===== src/rtl/fetch_pkg.sv =====
// Shared types and constants for the instruction fetch stage.
// FETCH_ALIGN_CHECK_EN enables branch-target misalignment reporting.
package fetch_pkg;

  typedef enum logic [1:0] {
    IDLE,
    FETCH,
    HOLD
  } state_t;

  localparam int INSTR_BYTES = 4;

  localparam logic [31:0] DEFAULT_RESET_PC = 32'h0000_0000;

endpackage


===== src/rtl/ifetch_pc.sv =====
// Program counter with sequential incrementer and branch-target adder.
// FETCH_ALIGN_CHECK_EN exposes whether the raw target had low bits set.
module ifetch_pc
  import fetch_pkg::*;
#(
  parameter logic [31:0] RESET_PC = DEFAULT_RESET_PC
) (
  input  logic        clk,
  input  logic        reset,
  input  logic        load,
  input  logic        sel,
  input  logic [31:0] base,
  input  logic [31:0] offset,
  output logic [31:0] pc,
  output logic        tgt_bad
);

  localparam logic [31:0] STEP = 32'(INSTR_BYTES);

  logic [31:0] target;
  logic [31:0] next_pc;

  assign target  = base + STEP + offset;
  assign next_pc = sel ? (target & ~32'd3)
                       : pc + STEP;

`ifdef FETCH_ALIGN_CHECK_EN
  assign tgt_bad = |target[1:0];
`else
  assign tgt_bad = 1'b0;
`endif

  always_ff @(posedge clk) begin
    if (!reset)
      pc <= RESET_PC;
    else if (load)
      pc <= next_pc;
  end

endmodule


===== src/rtl/ifetch.sv =====
// Instruction fetch stage: imem req/ack in, decode valid/ready out.
// FETCH_ALIGN_CHECK_EN enables the misalign pulse on branches.
module ifetch
  import fetch_pkg::*;
#(
  parameter logic [31:0] RESET_PC = DEFAULT_RESET_PC
) (
  input  logic        clk,
  input  logic        reset,
  output logic        imem_req,
  output logic [31:0] imem_addr,
  input  logic        imem_ack,
  input  logic [31:0] imem_data,
  output logic [31:0] instr,
  output logic [31:0] instr_pc,
  output logic        instr_valid,
  input  logic        instr_ready,
  input  logic        pc_branch,
  input  logic [31:0] branch_immed,
  output logic        misalign
);

  state_t      state;
  logic [31:0] pc;
  logic        pc_load;
  logic        pc_sel;
  logic        tgt_bad;
  logic        hs;

  assign hs        = instr_valid & instr_ready;
  assign imem_addr = pc;

  // pc already advanced by 4 at capture, so only a branch reloads it
  always_comb begin
    pc_load = 1'b0;
    pc_sel  = 1'b0;
    unique case (1'b1)
      state == FETCH: pc_load = imem_ack;
      state == HOLD: begin
        pc_sel  = 1'b1;
        pc_load = hs & pc_branch;
      end
      default: ;
    endcase
  end

  ifetch_pc #(
    .RESET_PC(RESET_PC)
  ) u_pc (
    .clk    (clk),
    .reset  (reset),
    .load   (pc_load),
    .sel    (pc_sel),
    .base   (instr_pc),
    .offset (branch_immed),
    .pc     (pc),
    .tgt_bad(tgt_bad)
  );

  always_ff @(posedge clk) begin
    if (!reset) begin
      state       <= IDLE;
      imem_req    <= 1'b0;
      instr       <= '0;
      instr_pc    <= '0;
      instr_valid <= 1'b0;
      misalign    <= 1'b0;
    end else begin
      misalign <= 1'b0;
      unique case (state)
        IDLE: begin
          state    <= FETCH;
          imem_req <= 1'b1;
        end
        FETCH: begin
          if (imem_ack) begin
            instr       <= imem_data;
            instr_pc    <= pc;
            instr_valid <= 1'b1;
            imem_req    <= 1'b0;
            state       <= HOLD;
          end
        end
        HOLD: begin
          if (hs) begin
            instr_valid <= 1'b0;
            imem_req    <= 1'b1;
            misalign    <= pc_branch & tgt_bad;
            state       <= FETCH;
          end
        end
        default: begin
          state    <= IDLE;
          imem_req <= 1'b0;
        end
      endcase
    end
  end

endmodule


===== config.mk =====
export PLATFORM = sky130hd
export DESIGN_NAME = ifetch
export DESIGN_NICKNAME = d
export VERILOG_FILES = /design/src/rtl/fetch_pkg.sv /design/src/rtl/ifetch_pc.sv /design/src/rtl/ifetch.sv
export SDC_FILE = /design/constraint.sdc
export NUM_CORES = 1
export LEC_CHECK = 0
export BUFFER_PORTS_ARGS = -buffer_cell sky130_fd_sc_hd__clkbuf_2
export CAP_MARGIN = 20
export CORE_UTILIZATION = 58
export DETAILED_ROUTE_END_ITERATION = 10
export PLACE_DENSITY = 0.93
export SYNTH_ARGS = -nofsm -noshare
export SYNTH_HDL_FRONTEND = slang
export SYNTH_SLANG_ARGS = --single-unit

===== constraint.sdc =====
create_clock -name clk -period 8.1 [get_ports clk]
set_input_delay 1.62 -clock clk [delete_from_list [all_inputs] [get_ports clk]]
set_output_delay 1.62 -clock clk [all_outputs]
set_load 0.02 [all_outputs]

==> out/qor.txt <==
Worst Path Class, Setup: input pin to flop
Largest cells by area after synthesis: dfxtp_1 31%, ha_1 12%, nand2_1 11%
Top_reg_cell synth: dfxtp_1
Number of H-tree levels: 3
Reg2reg path depth: 9
Setup Skew: 0.0124 ns
DRC viols: 0
Switch Pwr: 0.000324 W
Max_slew headroom: 26.9%
Number of port buffers: 160
Clock buffer depth: 2
Dominant cell type by area after synthesis: dfxtp_1
Async SR Flop Fraction: 0%
Antenna cells: 0
Area share of the largest cell type after synthesis: 30.6%
Maxcap violations: 0
Via density per instance: 6.03
Antenna violations before repair: 0
Clk slew on worst S/H paths: 0.09 ns
Sw Share: 30.6%
Vias: 6559
Cell variety after synth: 69
# rows: 37
Share of total power in sequential cells: 46.8%
Post-route insts no fill: 1088
GPL Wtd Cong: 0.974
Min-delay worst type: flop to flop
Internal power: 0.000733 W
Syn-to-layout area delta: 16.8%
CP Launch Point: instr_ready
Comb power frac: 19.0%
M1 wire length: 7010 um
Hpwl dp: 12000 um
Number of buffers added for setup after CTS: 0
Reg2reg start: state[1]$_SDFFE_PN0P_
Slew Viols, Final: 0
Layout cells sized above 1: 21.1%
# hold bufs at CTS: 0
Setup TNS Final: 0 ns
Root buffer cell: clkbuf_8
Status: completed
Crit path DAT: 4.62 ns
Vias in the first global route: 6127
First-pass GRT wire length: 27500 um
Post-layout util: 70.0%
Met2 WL: 8250 um
Power Dens Cells: 146 nW/um^2
NumNets Final: 1078
Overall routed net length: 17100 um
CP Capture Type: flop
Hold Slack: 0.460 ns
Final setup fails: 0
Die width: 106 um
Final period utilization: 53.3%
RSZ-0062 raised after global routing: no
Die Span Y: 106 um
Static Leakage: 3.13 nW
Synthesized instance count: 819
Worst skew pair latency: 0.38 ns
Highest metal layer with signal wires: met4
TritonCTS clock tree: yes
Reg-to-reg slack, setup: 4.57 ns
Critical Path RT: 8.40 ns
Reg2reg end: u_pc.pc[29]$_SDFFE_PN0P_
Synthesis-stage register bit count: 95
Post-CTS resize count: 0
F_max: 232 MHz
Setup crit end: u_pc.pc[29]$_SDFFE_PN0P_
Avg WL per Cell: 15.7 um
Seq/Total Area, Yosys: 30.6%
Synth warn: 0
Avg Cell Area, Syn: 7.59 sq um
Largest net degree at the start of global routing: 63
Worst-Margin Slew: 1.09 ns
1st-iter DRT viols: 472
CTS sink count: 95
Starting Density: 59.9%
GRT overflow: 0
Final Cell Area: 7260 sq um
Placed cell area: 7010 sq um
I/O pin count: 168
Clock share of power: 34.2%
Top post-synthesis cells by count: 179 x nand2_1, 115 x a21oi_1, 95 x dfxtp_1
Filler instances: 890
Synthesized cell area: 6220 sq um
Count leader, synth: nand2_1
DP Cell Count: 1071
Drt first pass iters: 5
Worst-path fanout max: 25
Routed Antenna Nets: 0
Number of buffers created by CTS: 9
Min Clock Period, post-route: 4.32 ns
Met3 WL: 1380 um
Startpoint types: input pin
GRT Total Usage: 30.3%
Die footprint: 11100 sq um
Post-synth EDFFs: 0
Core Area: 10400 sq um
Fin. Hold Viols: 0
Maximum vdd drop: 98.0 uV
-- placed cells by master (no fill, tap or decap), types with 3 or more instances in the layout --
master	instances
a211oi_1	10
a21o_1	11
a21oi_1	115
a22oi_1	7
a311oi_1	3
a31oi_1	16
and2_1	4
and3_1	12
and4_1	4
buf_4	3
clkbuf_2	160
clkbuf_8	10
conb_1	6
dfxtp_1	95
ha_1	61
inv_1	15
mux2i_1	3
nand2_1	178
nand2b_1	4
nand3_1	25
nand4_1	6
nor2_1	45
nor3_1	11
o21a_1	4
o21ai_0	37
o21ai_1	4
o21bai_1	5
o22ai_1	3
o31a_1	4
o31ai_1	6
or3_1	4
xnor2_1	15
xor2_1	8
-- layout make-up --
class | instances | area [sq um] | area share [%]
clock buffer | 10 | 138 | 1.90
multi-input combinational | 661 | 4050 | 55.8
inverter | 16 | 60.1 | 0.827
clock inverter | 6 | 92.6 | 1.28
timing repair buffer | 164 | 843 | 11.6
tap | 136 | 170 | 2.34
sequential | 95 | 1900 | 26.2
-- power groups by stage --
stage	Clock, W	Sequential [W]	Combinational, W
global route	0.000385	0.000497	0.000221
detailed placement	0	0.000506	0.000195
finish	0.000362	0.000495	0.000201
floorplan	0	0.000524	0.000119
CTS	0.000367	0.000495	0.000197
global placement	0	0.000505	0.000191
-- flip-flops by register name, summed over array words and instances (netlist names) --
signal	cells
state	2
u_pc.pc	30
instr_pc	30
instr	32
instr_valid	1
-- worst min path at each step --
stage / startpoint / to / slack, ns / cells after the start
2_1_floorplan: state[1]$_SDFFE_PN0P_ / state[1]$_SDFFE_PN0P_ / 0.50 / 2
3_3_place_gp: instr[13]$_SDFFE_PN0P_ / instr[13]$_SDFFE_PN0P_ / 0.44 / 2
3_5_place_dp: instr[15]$_SDFFE_PN0P_ / instr[15]$_SDFFE_PN0P_ / 0.45 / 2
4_1_cts: instr[15]$_SDFFE_PN0P_ / instr[15]$_SDFFE_PN0P_ / 0.46 / 2
5_1_grt: instr[18]$_SDFFE_PN0P_ / instr[18]$_SDFFE_PN0P_ / 0.49 / 2
6_report: instr[22]$_SDFFE_PN0P_ / instr[22]$_SDFFE_PN0P_ / 0.46 / 2
-- critical path, stage by stage --
cell,delay (ns)
clkbuf_2,0.10
nand2_1,0.08
o21ai_1,0.17
nand2_1,0.53
nor2_1,1.05
nand2_1,0.35
or4_1,0.63
o211ai_2,0.08
-- logic make-up after synthesis --
family / Yosys count / synth area share [%]
adder cells (fa/ha/maj): 62 / 12.5
other: 1 / 0.0603
multiplexers: 5 / 0.845
AO/OA/AOI/OAI: 260 / 26.9
flip-flops: 95 / 30.6
AND/OR/NAND/NOR: 305 / 21.3
buffers and inverters: 68 / 4.61
XOR/XNOR: 23 / 3.24
-- per-layer routing --
| metal | global-route usage [%] | up-vias |
|---|---|---|
| li1 | - | 3185 |
| met1 | 37.0 | 3006 |
| met2 | 51.9 | 325 |
| met3 | 5.32 | 43 |
| met4 | 13.7 | 0 |
| met5 | 0 | - |
-- per-stage QoR --
step | worst slack, ns | power [W]
finish | 3.78 | 0.00106
global route | 3.63 | 0.00110
CTS | 3.84 | 0.00106
detailed placement | 3.59 | 0.000701
global placement | 3.60 | 0.000696
floorplan | 4.25 | 0.000643
(Power assumes the default switching activity.)
